[src/rtl/fe_arb_pkg.sv]
// Shared definitions for the front-end service-channel arbiter:
// FSM encoding, status word layout and Avalon address map.
package fe_arb_pkg;

  typedef enum logic [1:0] {
    ST_IDLE  = 2'd0,
    ST_OFFER = 2'd1,
    ST_HOLD  = 2'd2
  } state_t;

  localparam int STAT_VALID  = 31;
  localparam int STAT_ERR    = 30;
  localparam int STAT_ID_LSB = 0;
  localparam int STAT_ID_W   = 8;

  localparam logic ADDR_STATUS = 1'b0;
  localparam logic ADDR_DATA   = 1'b1;

  function automatic logic [31:0] status_word(input logic valid, input logic err,
                                              input logic [STAT_ID_W-1:0] id);
    logic [31:0] w;
    w = '0;
    w[STAT_VALID] = valid;
    w[STAT_ERR] = err;
    w[STAT_ID_LSB +: STAT_ID_W] = id;
    return w;
  endfunction

endpackage

[src/rtl/fe_arb_if.sv]
// Device request/data bundle plus the front end's two-word Avalon slave.
// The arbiter takes the slave modport; the environment drives the master side.
interface fe_arb_if #(
  parameter int N = 4
);

  logic [N-1:0]    dev_rq;
  logic [32*N-1:0] dev_readdata;
  logic [N-1:0]    dev_read;
  logic            s_address;
  logic            s_read;
  logic [31:0]     s_readdata;
  logic            fe_irq;

  modport slave (
    input  dev_rq,
    input  dev_readdata,
    input  s_address,
    input  s_read,
    output dev_read,
    output s_readdata,
    output fe_irq
  );

  modport master (
    output dev_rq,
    output dev_readdata,
    output s_address,
    output s_read,
    input  dev_read,
    input  s_readdata,
    input  fe_irq
  );

endinterface

[src/rtl/fe_arb_rr_pick.sv]
// Rotating priority encoder: returns the first set request at or above ptr,
// wrapping modulo N.
module rr_pick #(
  parameter int N     = 4,
  parameter int IDX_W = $clog2(N)
) (
  input  logic [N-1:0]     req,
  input  logic [IDX_W-1:0] ptr,
  output logic             any,
  output logic [IDX_W-1:0] idx
);

  localparam logic [IDX_W:0] N_W = (IDX_W+1)'(N);

  logic [IDX_W-1:0] cand [N];
  logic [N-1:0]     req_rot;

  // cand[gi] is the device index searched at distance gi from ptr
  generate
    for (genvar gi = 0; gi < N; gi++) begin : g_rot
      logic [IDX_W:0] sum;
      assign sum         = {1'b0, ptr} + (IDX_W+1)'(gi);
      assign cand[gi]    = (sum >= N_W) ? IDX_W'(sum - N_W) : sum[IDX_W-1:0];
      assign req_rot[gi] = req[cand[gi]];
    end
  endgenerate

  always_comb begin
    any = |req;
    idx = '0;
    for (int i = N - 1; i >= 0; i--) begin
      if (req_rot[i]) idx = cand[i];
    end
  end

endmodule

[src/rtl/fe_arb.sv]
// Round-robin arbiter granting one IO device at a time to the front end,
// with a watchdog that aborts an offer the front end never services.
module fe_arb
  import fe_arb_pkg::*;
#(
  parameter int N     = 4,
  parameter int TMO   = 1000000,
  parameter int CNT_W = 20
) (
  input logic   clk,
  input logic   reset,
  fe_arb_if.slave bus
);

  localparam int               IDX_W     = $clog2(N);
  localparam logic [CNT_W-1:0] WDOG_LAST = CNT_W'(TMO - 1);

  state_t           state_q, state_d;
  logic [IDX_W-1:0] ptr_q, ptr_d;
  logic [IDX_W-1:0] grant_q, grant_d;
  logic             err_q, err_d;
  logic [CNT_W-1:0] wdog_q, wdog_d;
  logic             fe_irq_q, fe_irq_d;

  logic             pick_any;
  logic [IDX_W-1:0] pick_idx;
  logic [IDX_W-1:0] grant_next;
  logic [31:0]      dev_word [N];
  logic             status_rd, data_rd, serve;

  rr_pick #(
    .N    (N),
    .IDX_W(IDX_W)
  ) u_pick (
    .req(bus.dev_rq),
    .ptr(ptr_q),
    .any(pick_any),
    .idx(pick_idx)
  );

  assign status_rd  = bus.s_read && (bus.s_address == ADDR_STATUS);
  assign data_rd    = bus.s_read && (bus.s_address == ADDR_DATA);
  // Reset suppresses the strobe so an aborted grant never reaches its device
  assign serve      = data_rd && (state_q == ST_OFFER) && !reset;
  assign grant_next = (grant_q == IDX_W'(N - 1)) ? '0 : grant_q + 1'b1;

  generate
    for (genvar gi = 0; gi < N; gi++) begin : g_dev
      assign dev_word[gi]     = bus.dev_readdata[32*gi +: 32];
      assign bus.dev_read[gi] = serve && (grant_q == IDX_W'(gi));
    end
  endgenerate

  always_comb begin
    bus.s_readdata = '0;
    if (status_rd) begin
      bus.s_readdata = status_word(state_q == ST_OFFER, err_q, STAT_ID_W'(grant_q));
    end else if (serve) begin
      bus.s_readdata = dev_word[grant_q];
    end
  end

  always_comb begin
    state_d = state_q;
    ptr_d   = ptr_q;
    grant_d = grant_q;
    wdog_d  = wdog_q;
    err_d   = status_rd ? 1'b0 : err_q;
    case (state_q)
      ST_IDLE: begin
        if (pick_any) begin
          grant_d = pick_idx;
          wdog_d  = '0;
          state_d = ST_OFFER;
        end
      end
      ST_OFFER: begin
        wdog_d = wdog_q + 1'b1;
        // Data read beats a request drop, which beats the watchdog
        if (data_rd) begin
          ptr_d   = grant_next;
          state_d = ST_HOLD;
        end else if (!bus.dev_rq[grant_q]) begin
          state_d = ST_IDLE;
        end else if (wdog_q == WDOG_LAST) begin
          err_d   = 1'b1;
          ptr_d   = grant_next;
          state_d = ST_IDLE;
        end
      end
      ST_HOLD: state_d = ST_IDLE;
      default: state_d = ST_IDLE;
    endcase
    fe_irq_d = (state_d == ST_OFFER);
  end

  always_ff @(posedge clk) begin
    if (reset) begin
      state_q  <= ST_IDLE;
      ptr_q    <= '0;
      grant_q  <= '0;
      err_q    <= 1'b0;
      wdog_q   <= '0;
      fe_irq_q <= 1'b0;
    end else begin
      state_q  <= state_d;
      ptr_q    <= ptr_d;
      grant_q  <= grant_d;
      err_q    <= err_d;
      wdog_q   <= wdog_d;
      fe_irq_q <= fe_irq_d;
    end
  end

  assign bus.fe_irq = fe_irq_q;

endmodule
[src/flat_wrapper.sv]
// flat-port wrapper written by rule: the top's interface ports become plain ports
module fe_arb_flat import fe_arb_pkg::*;
#(
  parameter int N     = 4,
  parameter int TMO   = 1000000,
  parameter int CNT_W = 20
)
  (clk, reset, bus_dev_rq, bus_dev_readdata, bus_s_address, bus_s_read, bus_dev_read, bus_s_readdata, bus_fe_irq);
  fe_arb_if #(.N(N)) bus_i ();
  input logic clk;
  input logic reset;
  input wire logic [$bits(bus_i.dev_rq)-1:0] bus_dev_rq;
  input wire logic [$bits(bus_i.dev_readdata)-1:0] bus_dev_readdata;
  input wire logic [$bits(bus_i.s_address)-1:0] bus_s_address;
  input wire logic [$bits(bus_i.s_read)-1:0] bus_s_read;
  output wire logic [$bits(bus_i.dev_read)-1:0] bus_dev_read;
  output wire logic [$bits(bus_i.s_readdata)-1:0] bus_s_readdata;
  output wire logic [$bits(bus_i.fe_irq)-1:0] bus_fe_irq;
  assign bus_i.dev_rq = bus_dev_rq;
  assign bus_i.dev_readdata = bus_dev_readdata;
  assign bus_i.s_address = bus_s_address;
  assign bus_i.s_read = bus_s_read;
  assign bus_dev_read = bus_i.dev_read;
  assign bus_s_readdata = bus_i.s_readdata;
  assign bus_fe_irq = bus_i.fe_irq;
  fe_arb #(.N(N), .TMO(TMO), .CNT_W(CNT_W)) u_core (.clk(clk), .reset(reset), .bus(bus_i));
endmodule
[config.mk]
export PLATFORM = sky130hd
export DESIGN_NAME = fe_arb_flat
export DESIGN_NICKNAME = d
export VERILOG_FILES = /design/src/rtl/fe_arb_pkg.sv /design/src/rtl/fe_arb_if.sv /design/src/rtl/fe_arb_rr_pick.sv /design/src/rtl/fe_arb.sv /design/src/flat_wrapper.sv
export SDC_FILE = /design/constraint.sdc
export NUM_CORES = 1
export LEC_CHECK = 0
export ABC_AREA = 1
export CORE_UTILIZATION = 30
export DETAILED_ROUTE_END_ITERATION = 6
export GPL_TIMING_DRIVEN = 0
export PLACE_DENSITY_LB_ADDON = 0.1
export RECOVER_POWER = 50
export SLEW_MARGIN = 5
export SYNTH_ARGS = -nofsm -noshare
export SYNTH_HDL_FRONTEND = slang
export SYNTH_SLANG_ARGS = --single-unit
[constraint.sdc]
create_clock -name clk -period 4.2 [get_ports clk]
set_clock_uncertainty 0.2 [all_clocks]
set_input_delay 1.05 -clock clk [delete_from_list [all_inputs] [get_ports clk]]
set_output_delay 1.05 -clock clk [all_outputs]
set_load 0.02 [all_outputs]
==> flow_summary.ini, run 1 <==
[power]
peakVddDrop_v = 0.000134
p_sw_share_pct = 37.2
p_int_w = 0.000564
p_sw_w = 0.000335
p_leak_nw = 2.05
comb_power_share_pct = 49.2
power_frac_seq_pct = 31.2
power_density_nw_per_um2 = 185
p_clk_share_pct = 19.6

[timing]
hold_viol = 0
max_freq_mhz = 243
setup_viol = 0
whs_ps = 278
relSlewSlack_pct = 64.0
finalMaxSlewViolations = 0
worst_slack_ps = 92.6
worst_slew_pin_slew_ps = 540
setup_tns_ps = 0
period_share_pct = 97.8
grt_setup_unrepaired = false
min_period_ps = 4110

[clock_tree]
h-tree-depth = 1
clk_pin_slew_worst_paths_ps = 100
clockRootBuffer = clkbuf_8
hold_buffers = 0
tritoncts = done
cts_buffers = 3
post_cts_buffers = 0
cts_sinks = 28
clk_path_buf_depth = 2
clk_latency_ps = 290

[worst_setup_path]
critical_path.top_delay_family = buffers and inverters
endpoint_kind = output pin
reg2reg_from = u_core.grant_q[0]$_SDFFE_PP0P_
cp_max_fo = 8
cp.depth = 7
crit_path_end = bus_s_readdata[2]
r2r_slack_ps = 2160
crit_path_start = reset
path_class = in -> out
cp_slowest_cell = clkdlybuf4s50_1
arrival_ps = 2860
slowest_delay_ps = 660
reg2reg_depth = 7
r2r_end = u_core.ptr_q[1]$_SDFFE_PP0P_
critical_path_buf_inv_count = 4
cp_cell_sequence = clkdlybuf4s50_1 -> inv_2 -> nand2_1 -> nor2_2 -> inv_2 -> a21oi_1 -> clkdlybuf4s50_1
critPathLaunchType = input port
cp.required_ps = 2950

[floorplanning]
die_x_um = 101
dieArea_um2 = 10300
rows = 35
initial_core_util_pct = 31.5
io_pins = 173
core_region_area_um2 = 9420
fp.dieH_um = 101

[grt]
antenna_found_initial = 0
grt_pass1_wl_um = 19800
track_usage_pct = 24.4
grt_pass1_vias = 3905
grt_max_degree = 16
grt_overflow_total = 0

[layout]
drive_gt1_share_pct = 6.22
fin_area_um2 = 4850
seq_area_um2 = 561
antenna_cells = 0
multi_input_area_um2 = 2100
fin_nets = 866
syn_to_final_growth_pct = 63.8
final_cells = 853
fillers = 1004

[routing]
vias_per_cell = 4.86
ant_nets = 0
wl_per_cell_um = 15.3
drc = 0
vias = 4149
wl_um = 13100
first_iter_violations = 151
first_pass_iters = 4

[yosys]
synth_top_area_cell = dfxtp_1
synth_area_leaders = dfxtp_1, nor2_1, nand2_1
synthTopCellsByCount = nor2_1, nand2_1, o21ai_0
syn-cell-area_um2 = 2960
synth_edf_count = 0
synth_cell_types = 32
synth_seq_cells = 28
avgSynthCellArea_um2 = 5.40
async_flop_share_pct = 0
yosysMostFrequentCell = nor2_1
ys.flop_type = dfxtp_1
synth_top_area_share_pct = 18.9
ys_warn_count = 0
syn_nets = 689
synth_seq_area_share_pct = 18.9
syn_inst = 548

[run]
drv_cap = 0

[hold_path]
worstHoldPathType = reg -> reg

[placed_design]
place_ws_ps = -190
hpwl_um = 10500
place_area_um2 = 4840
gp_congestion = 0.917
io_buffers = 172
placed_cells = 849

[status]
status = finished clean
## power groups by stage
stage	registers [W]	logic [W]	clock network (W)
after CTS	0.000280	0.000444	0.000179
after global routing	0.000282	0.000495	0.000188
after detailed placement	0.000286	0.000446	0
final	0.000280	0.000443	0.000176
after floorplan	0.000285	0.000230	0
after global placement	0.000286	0.000443	0
## metrics by stage
stage,utilization [%],power (W)
final,51.5,0.000899
after global routing,51.5,0.000964
after floorplan,-,0.000515
after CTS,51.6,0.000903
after global placement,51.5,0.000729
after detailed placement,51.5,0.000732
## registers in the layout (all words and copies together) (netlist names)
name               flops
u_core.wdog_q         20
u_core.grant_q         2
u_core.ptr_q           2
u_core.state_q         2
u_core.bus.fe_irq      1
u_core.err_q           1
## cell type report
type	count	area share [%]
multi-input cells	445	43.3
repair buffers	172	34.5
flip-flops and latches	28	11.6
inverters	44	3.40
well taps	129	3.33
plain buffers	31	2.79
clock buffers	4	1.13
## what timing repair did
item,in CTS,in global routing
endpoints found under the hold margin,0,0
gates resized for setup,34,1
setup endpoints to repair,33,1
## layer usage
layer  share of wire, %  routed length, µm  up-vias  global-route usage, %
met3                7.0                920       11                   4.42
met2                 49               6430      113                   44.6
met1                 42               5530     1866                   29.7
met4                1.3                176        0                   5.35
met5                  0                  0        -                      0
li1                   -                  -     2159                      -
## tightest hold or removal path: stages, from the launching register on
cell and delay (ps):
dfxtp_1 320, nand2_1 60, a21oi_1 60
## cells by family (layout without fill, tap and decap cells)
group	after synthesis	count (layout)	synth area share, %
simple gates	296	296	43.4
compound gates	144	144	25.4
buf+inv	75	251	10.2
flops	28	28	18.9
fa+ha+maj	5	5	2.11
## how the worst min path moves through the flow
stage	start	endpoint	slack (ps)	cells past startpoint
4_1_cts	u_core.err_q$_SDFF_PP0_	u_core.err_q$_SDFF_PP0_	280	2
6_report	u_core.err_q$_SDFF_PP0_	u_core.err_q$_SDFF_PP0_	280	2
3_3_place_gp	u_core.err_q$_SDFF_PP0_	u_core.err_q$_SDFF_PP0_	260	2
2_1_floorplan	u_core.err_q$_SDFF_PP0_	u_core.err_q$_SDFF_PP0_	240	2
5_1_grt	u_core.err_q$_SDFF_PP0_	u_core.err_q$_SDFF_PP0_	300	2
3_5_place_dp	u_core.err_q$_SDFF_PP0_	u_core.err_q$_SDFF_PP0_	270	2
## layout by cell type (no fill, tap or decap), drive strengths merged
cell / netlist / layout
a221o: 2 / 2
dfxtp: 28 / 28
buf: 16 / 14
nor2: 143 / 143
dlygate4sd2: 0 / 33
nor3: 9 / 9
dlygate4sd3: 0 / 2
nand4: 13 / 13
clkinv: 1 / 1
a211oi: 3 / 3
a31oi: 2 / 2
o21ai: 73 / 73
o21bai: 1 / 1
clkbuf: 15 / 22
clkdlybuf4s50: 0 / 136
o211ai: 1 / 1
or2: 1 / 1
o22ai: 2 / 2
nand2: 102 / 102
ha: 5 / 5
a21oi: 60 / 60
inv: 43 / 43
nor4: 1 / 1
nand3: 27 / 27
Power figures use the tool's default switching activity.
==> run 2: changes to the inputs <==
--- a/config.mk
+++ b/config.mk
@@ -9,6 +9,7 @@
 export CORE_UTILIZATION = 30
 export DETAILED_ROUTE_END_ITERATION = 6
 export GPL_TIMING_DRIVEN = 0
+export MAX_ROUTING_LAYER = met4
 export PLACE_DENSITY_LB_ADDON = 0.1
 export RECOVER_POWER = 50
 export SLEW_MARGIN = 5
==> constraint.sdc (replaced) <==
create_clock -name clk -period 4.4 [get_ports clk]
set_clock_uncertainty 0.2 [all_clocks]
set_input_delay 1.1 -clock clk [delete_from_list [all_inputs] [get_ports clk]]
set_output_delay 1.1 -clock clk [all_outputs]
set_load 0.02 [all_outputs]
==> flow_summary.ini, run 2 (synthesis results as in run 1) <==
[status]
status = finished clean

[layout]
syn_to_final_growth_pct = 66.7
top_register = u_core.wdog_q
fin_nets = 866
multi_input_area_um2 = 2100
final_cell_mix = nor2_1, clkdlybuf4s50_1, nand2_1, o21ai_0, a21oi_1
drive_gt1_share_pct = 6.22
seq_area_um2 = 561
fillers = 988
antenna_cells = 0
largest_register_ff_count = 20
fin_area_um2 = 4940
mostFrequentLayoutCell = nor2_1

[grt]
grt_overflow_total = 0
grt_max_degree = 16
grt_pass1_vias = 3905
track_usage_pct = 25.1
grt_pass1_wl_um = 19800
antenna_found_initial = 0

[placed_design]
hpwl_um = 10500
place_ws_ps = -90.3
io_buffers = 172
gp_congestion = 0.933
place_area_um2 = 4840

[worst_setup_path]
cp.required_ps = 3100
path_class = in -> out
arrival_ps = 2910
cp_max_fo = 8
endpoint_kind = output pin
critPathLaunchType = input port

[timing]
worst_slack_ps = 186
max_freq_mhz = 237
finalMaxSlewViolations = 0
min_period_ps = 4210
setup_viol = 0
period_share_pct = 95.8
hold_viol = 0
grt_setup_unrepaired = false
worst_slew_pin_slew_ps = 542
relSlewSlack_pct = 63.9

[floorplanning]
rows = 35
initial_core_util_pct = 31.5
die_x_um = 101
core_region_area_um2 = 9420
io_pins = 173
fp.dieH_um = 101
dieArea_um2 = 10300

[power]
p_leak_nw = 2.37
power_density_nw_per_um2 = 174
peakVddDrop_v = 0.000128

[clock_tree]
h-tree-depth = 1
clk_path_buf_depth = 2
clk_latency_ps = 290
clockRootBuffer = clkbuf_8
cts_sinks = 28
tritoncts = done
cts_buffers = 3
clk_pin_slew_worst_paths_ps = 100
post_cts_buffers = 0

[run]
drv_cap = 0

[hold_path]
worstHoldPathType = reg -> reg

[routing]
vias_per_cell = 4.88
wl_um = 13100
ant_nets = 0
vias = 4161
wl_per_cell_um = 15.3
first_pass_iters = 4
drc = 0
first_iter_violations = 191
-- run 2: changes by cell type in the layout (fill, tap and decap cells not counted), sizes merged --
cell and change:
clkdlybuf4s50 +1, dlygate4sd2 -28, dlymetal6s2s +25, buf +1, clkbuf +1
-- run 2: path summary, 6_finish.rpt --
path,startpoint,end,slack [ps],cells past startpoint
worst max register to register,u_core.grant_q[0]$_SDFFE_PP0P_,u_core.ptr_q[1]$_SDFFE_PP0P_,2360,7
worst min register to register,u_core.err_q$_SDFF_PP0_,u_core.err_q$_SDFF_PP0_,280,2
worst min-delay path,u_core.err_q$_SDFF_PP0_,u_core.err_q$_SDFF_PP0_,280,2
worst max-delay path,reset,bus_s_readdata[3],190,7
-- run 2: final cells by class --
cell class,count,share of cell area (%)
Buffer,31,2.74
Clock buffer,4,1.12
Inverter,44,3.35
Multi-Input combinational cell,445,42.5
Sequential cell,28,11.4
Tap cell,129,3.27
Timing Repair Buffer,172,35.6
-- run 2: power by group --
| group | leakage [nW] | internal (W) | switching, W |
|---|---|---|---|
| Combinational | 2.12 | 0.000200 | 0.000224 |
| Sequential | 0.227 | 0.000261 | 0.00000671 |
| Clock | 0.0288 | 0.0000805 | 0.0000873 |
-- run 2: metrics by stage --
| step | hold slack (ps) | cells | TNS (ps) | utilization, % | total power (W) |
|---|---|---|---|---|---|
| 4_1_cts | 282 | 853 | 0 | 52.0 | 0.000866 |
| 6_report | 278 | 853 | 0 | 52.4 | 0.000860 |
| 3_3_place_gp | 261 | 849 | -453 | 51.5 | 0.000696 |
| 3_5_place_dp | 267 | 849 | -1280 | 51.5 | 0.000699 |
| 2_1_floorplan | 245 | 548 | 0 | - | 0.000491 |
| 5_1_grt | 304 | 853 | 0 | 52.4 | 0.000923 |
-- run 2: routing by layer --
metal / vias up / wire length [µm] / global-route usage, %
met5: - / 0 / -
met4: 0 / 155 / 5.02
met3: 9 / 960 / 4.62
met2: 118 / 6490 / 45.0
met1: 1877 / 5480 / 29.3
li1: 2157 / - / -
-- run 2: timing repair --
action / in CTS / in global routing
hold buffers: 0 / 0
setup endpoints to repair: 33 / 28
gates cloned: 0 / 0
resized for setup: 6 / 28
-- run 2: worst max-delay path, cell delays in order --
cell             delay [ps]
clkdlybuf4s50_1         530
inv_2                   170
nand2_1                  80
nor2_2                  130
inv_2                   100
a21oi_1                 140
clkdlybuf4s50_1         660
